$ cat src/rtl/load_store_unit.sv
// MEM-stage load/store unit: runs one req/ack data-bus transaction per load or store,
// stalls the pipeline while it is outstanding and returns aligned, extended load data.
module load_store_unit #(
  parameter int ADDR_WIDTH = 32,
  parameter int DATA_WIDTH = 32
) (
  input  logic                  clk,
  input  logic                  rst,
  input  logic                  mem_read_flag,
  input  logic                  mem_write_flag,
  input  logic                  mem_word_flag,
  input  logic                  mem_sign_ext_flag,
  input  logic [ADDR_WIDTH-1:0] mem_addr,
  input  logic [DATA_WIDTH-1:0] mem_write_data,
  input  logic                  flush,
  input  logic                  stall_in,
  output logic                  bus_req,
  output logic                  bus_we,
  output logic [3:0]            bus_sel,
  output logic [ADDR_WIDTH-1:0] bus_addr,
  output logic [DATA_WIDTH-1:0] bus_wdata,
  input  logic [DATA_WIDTH-1:0] bus_rdata,
  input  logic                  bus_ack,
  output logic [DATA_WIDTH-1:0] load_data,
  output logic                  stall_req,
  output logic                  addr_error
);

  localparam logic [1:0] S_IDLE = 2'd0;
  localparam logic [1:0] S_BUSY = 2'd1;
  localparam logic [1:0] S_DONE = 2'd2;

  logic [1:0]            state_q,     state_d;
  logic                  bus_req_q,   bus_req_d;
  logic                  bus_we_q,    bus_we_d;
  logic [3:0]            bus_sel_q,   bus_sel_d;
  logic [ADDR_WIDTH-1:0] bus_addr_q,  bus_addr_d;
  logic [DATA_WIDTH-1:0] bus_wdata_q, bus_wdata_d;
  logic [DATA_WIDTH-1:0] load_data_q, load_data_d;
  logic                  word_q,      word_d;
  logic                  sext_q,      sext_d;
  logic [1:0]            lane_q,      lane_d;
  logic                  kill_q,      kill_d;

  logic                  access;
  logic                  misaligned;
  logic                  issue;
  logic [7:0]            rd_byte;
  logic [DATA_WIDTH-1:0] load_result;

  assign access     = (mem_read_flag | mem_write_flag) & ~flush;
  assign misaligned = mem_word_flag & (mem_addr[1:0] != 2'b00);
  assign issue      = access & ~misaligned;

  // Lane and extension come from values captured at issue, so the result does not
  // depend on the MEM-stage inputs staying put until the acknowledge.
  always_comb begin
    case (lane_q)
      2'd0:    rd_byte = bus_rdata[7:0];
      2'd1:    rd_byte = bus_rdata[15:8];
      2'd2:    rd_byte = bus_rdata[23:16];
      default: rd_byte = bus_rdata[31:24];
    endcase
  end

  assign load_result = bus_we_q ? '0
                     : word_q   ? bus_rdata
                     : {{24{sext_q & rd_byte[7]}}, rd_byte};

  always_comb begin
    // NOTE: every _d starts as its _q so no path through the case leaves a signal
    // unassigned, which would otherwise infer a latch.
    state_d     = state_q;
    bus_req_d   = bus_req_q;
    bus_we_d    = bus_we_q;
    bus_sel_d   = bus_sel_q;
    bus_addr_d  = bus_addr_q;
    bus_wdata_d = bus_wdata_q;
    load_data_d = load_data_q;
    word_d      = word_q;
    sext_d      = sext_q;
    lane_d      = lane_q;
    kill_d      = kill_q;

    case (state_q)
      S_IDLE: begin
        if (issue) begin
          state_d     = S_BUSY;
          bus_req_d   = 1'b1;
          bus_we_d    = mem_write_flag;
          bus_sel_d   = mem_word_flag ? 4'hF : (4'b0001 << mem_addr[1:0]);
          bus_addr_d  = {mem_addr[ADDR_WIDTH-1:2], 2'b00};
          bus_wdata_d = !mem_write_flag ? '0
                      : mem_word_flag   ? mem_write_data
                      : {4{mem_write_data[7:0]}};
          word_d      = mem_word_flag;
          sext_d      = mem_sign_ext_flag;
          lane_d      = mem_addr[1:0];
          kill_d      = 1'b0;
        end
      end
      S_BUSY: begin
        // A flush seen at any point in BUSY squashes the result; the request stays up.
        if (flush) kill_d = 1'b1;
        if (bus_ack) begin
          bus_req_d = 1'b0;
          if (flush || kill_q) begin
            state_d     = S_IDLE;
            load_data_d = '0;
          end else begin
            state_d     = S_DONE;
            load_data_d = load_result;
          end
        end
      end
      S_DONE: begin
        if (flush) begin
          state_d     = S_IDLE;
          load_data_d = '0;
        end else if (!stall_in) begin
          state_d = S_IDLE;
        end
      end
      default: state_d = S_IDLE;
    endcase
  end

  always_ff @(posedge clk) begin
    // NOTE: non-blocking assignments so every flop samples the pre-edge _d values.
    if (rst) begin
      state_q     <= S_IDLE;
      bus_req_q   <= 1'b0;
      bus_we_q    <= 1'b0;
      bus_sel_q   <= 4'h0;
      bus_addr_q  <= '0;
      bus_wdata_q <= '0;
      load_data_q <= '0;
      word_q      <= 1'b0;
      sext_q      <= 1'b0;
      lane_q      <= 2'd0;
      kill_q      <= 1'b0;
    end else begin
      state_q     <= state_d;
      bus_req_q   <= bus_req_d;
      bus_we_q    <= bus_we_d;
      bus_sel_q   <= bus_sel_d;
      bus_addr_q  <= bus_addr_d;
      bus_wdata_q <= bus_wdata_d;
      load_data_q <= load_data_d;
      word_q      <= word_d;
      sext_q      <= sext_d;
      lane_q      <= lane_d;
      kill_q      <= kill_d;
    end
  end

  assign bus_req    = bus_req_q;
  assign bus_we     = bus_we_q;
  assign bus_sel    = bus_sel_q;
  assign bus_addr   = bus_addr_q;
  assign bus_wdata  = bus_wdata_q;
  assign load_data  = load_data_q;
  assign stall_req  = ~rst & (((state_q == S_IDLE) & issue) | (state_q == S_BUSY));
  assign addr_error = ~rst & access & misaligned;

endmodule

$ cat config.mk
export PLATFORM = sky130hd
export DESIGN_NAME = load_store_unit
export DESIGN_NICKNAME = d
export VERILOG_FILES = /design/src/rtl/load_store_unit.sv
export SDC_FILE = /design/constraint.sdc
export NUM_CORES = 1
export LEC_CHECK = 0
export CAP_MARGIN = 5
export CORE_ASPECT_RATIO = 1.2
export CORE_MARGIN = 8
export CORE_UTILIZATION = 25
export DETAILED_ROUTE_END_ITERATION = 12
export PLACE_DENSITY = 0.62
export REMOVE_ABC_BUFFERS = 1
export SYNTH_ARGS = -nofsm -noshare
export SYNTH_HDL_FRONTEND = slang
export SYNTH_SLANG_ARGS = --single-unit
$ cat constraint.sdc
create_clock -name clk -period 2.05 [get_ports clk]
set_clock_uncertainty 0.2 [all_clocks]
set_input_delay 0.205 -clock clk [delete_from_list [all_inputs] [get_ports clk]]
set_output_delay 0.205 -clock clk [all_outputs]
set_load 0.01 [all_outputs]
==> impl_results.md <==
- CTS buffer count: 9
- Worst VDD drop: approximately 0.00031 V
- Worst r2r dst: load_data[19]
- WP data required: roughly 2.1 ns
- Design area: slightly above 7000 sq um
- Post-CTS Setup Repair Bufs: 0
- Reg2Reg Setup Slack: about 0.091 ns
- Final Util: 0.413
- Clk sink count: between 100 and 150
- Routed Antenna Nets: 0
- Fin. Hold Viols: 0
- R2R depth: 6
- Die H: between 150 and 200 microns
- Area grow syn2layout: 63.9%
- WS Path Type: register to register
- Minimum clock period: slightly below 2 ns
- Hold Path Depth: 2
- Initial DRC Count: 213
- Final Net Count: ~830
- Worst-Skew Late Latency: between 0.3 and 0.4 ns
- Crit share post-route: 0.956
- Commonest cells after routing, fill and taps aside: clkdlybuf4s50_1 (203), nand2_1 (155), dfxtp_1 (107)
- Final setup vio count: 0
- Tot GR Track Use: 0.138
- GRT overflow: 0
- Routed wire length per instance: about 16 microns
- CTS root buffer: clkbuf_16
- Vias in the first global route: between 4,000 and 5,000
- CTS tree: done
- TritonRoute pass-1 iters: 5
- # rows: between 50 and 60
- Reg2reg start: state_q[1]
- Ys flop type: dfxtp_1
- Die ar.: ~22,000 sq um
- CTS max path bufs: 2
- Buffers on Ports: a little over 200
- Pleak: ~2.6 nW
- DIE WIDTH: ~140 microns
- Detailed placer's ending HPWL: approximately 12 mm
- Hold Crit Endpoint: load_data[0]
- Worst Max-Slew Pin Slew: 0.606 ns
- Mapped Cells: roughly 520
- Endpoint class of the critical path: register
- RSZ-0062 raised after global routing: no
- Initial antenna violation count: 0
- Layout cell share with drive strength beyond 1: 0.116
- HP Class: input pin to register
- Commonest non-fill, non-tap cell in the layout: clkdlybuf4s50_1
- Fmax: around 510 MHz
- Placed Area: 6830 sq um
- Async set-reset flop share out of synthesis: 0
- Status: complete, no violations
- Worst hold start: rst
- Max-slew violations: 0
- Vias per cell: ~4.6
- Yosys warning count: 0
- Max_cap viols: 0
- Post-synth EDFFs: 0
- CP startpoint: state_q[1]
- First-pass GRT wire length: 24.3 mm
- Cell variety after synth: 44
- Seq/Total Area, Yosys: 0.492
- Max_slew headroom: 0.596
- DRC violations left: 0
- Critical path data arrival time: 2.05 ns
- Final WL: approximately 16 mm
- Register bit total from synthesis: between 100 and 150
- Synth Area per Inst: roughly 8.4 sq um
- DR vias: 4,365
- Htree depth: 3
- Post-Syn Area: 4360 sq um
- Starting Density: 0.252
- Core area: about 17,000 sq um
- Critical Path Start Type: register
- CP Max Fanout: 24
- Pin count of the biggest net entering global routing: 55
- Clock Pin Slew Worst Setup and Hold Paths: 0.08 ns
- PD cells: 664 nW/um^2
- GP Congestion: ~0.73
- I/O pin total: approximately 210
layer usage:
| layer | part of all wire | wire length (microns) | up-vias | global-route usage |
|---|---|---|---|---|
| met1 | 0.42 | 6570 | 1986 | 0.167 |
| met4 | 0.0098 | 153 | 0 | 0.0340 |
| met5 | 0 | 0 | - | 0 |
| met3 | 0.12 | 1820 | 10 | 0.0634 |
| met2 | 0.45 | 7020 | 160 | 0.217 |
| li1 | - | - | 2209 | - |
stage by stage:
step,setup slack [ns],power [mW],instances,TNS [ns],hold slack [ns]
floorplan,-0.529,2.48,474,-35.44,0.0741
global placement,-0.314,3.01,936,-8.19,0.236
finish,0.0910,4.74,954,0,0.00764
detailed placement,-0.306,3.02,936,-9.30,0.242
CTS,0.0311,4.84,953,0,0.0106
global route,0.00314,4.98,953,0,0.0273
registers in the layout (all words and copies together), names as in the netlist, 2 cells and up:
signal	cells
lane_q	2
bus_addr	30
state_q	2
bus_sel	4
load_data	32
bus_wdata	32
synth_stat cells, drive strengths merged (2+ instances only):
cell type | number | area (sq um)
nand2 | 155 | 582
dfxtp | 107 | 2140
a21oi | 75 | 379
nand3 | 33 | 165
clkbuf | 27 | 101
a221o | 25 | 272
buf | 17 | 114
nand2b | 11 | 68.8
nor2 | 10 | 40.0
mux2i | 7 | 70.1
a2bb2oi | 5 | 43.8
o211ai | 5 | 37.5
o22a | 5 | 43.8
mux4 | 3 | 67.6
nand3b | 3 | 22.5
nor3 | 3 | 26.3
nor2b | 2 | 12.5
nor4 | 2 | 12.5
o21ai | 2 | 10.0
o22ai | 2 | 12.5
o2bb2ai | 2 | 17.5
or3 | 2 | 13.8
or4 | 2 | 18.8
worst max path at each step:
stage	cells after the start	slack (ns)	endpoint
final	6	0.09	load_data[19]
after global placement	6	-0.31	stall_req
after detailed placement	6	-0.31	stall_req
after CTS	5	0.03	stall_req
after global routing	6	0.003	load_data[14]
after floorplan	4	-0.53	kill_q
logic make-up after synthesis:
| group | share of synthesized area |
|---|---|
| AOI/OAI and AO/OA | 0.191 |
| buffers and inverters | 0.0511 |
| muxes | 0.0316 |
| and+or+nand+nor | 0.232 |
| other | 0.000861 |
| DFF | 0.492 |
| xor gates and xnor gates | 0.00201 |
power breakdown:
part	switching, mW	internal [mW]
sequential	0.0369	2.14
combinational	0.346	0.431
clock	0.826	0.958
total	1.21	3.53
area by class of cell:
class / count / area (sq um)
diodes: 1 / 2.50
clock buffers: 9 / 225
clock inverters: 7 / 76.3
fillers: 1760 / 10200
inverters: 2 / 7.51
multi-input cells: 365 / 2010
flip-flops and latches: 107 / 2140
well taps: 220 / 275
repair buffers: 243 / 2410
critical path, stage by stage (launching register included):
cell and delay, ns:
dfxtp_1 0.33, buf_4 0.15, nand4bb_1 0.20, or4_4 0.48
nor3_4 0.22, buf_12 0.19, a221o_1 0.12
timing repair:
action	in CTS	in global routing
setup endpoints to repair	2	1
hold endpoints to repair	1	0
hold buffers	1	0
gates resized for setup	4	2
Power figures use the tool's default switching activity.
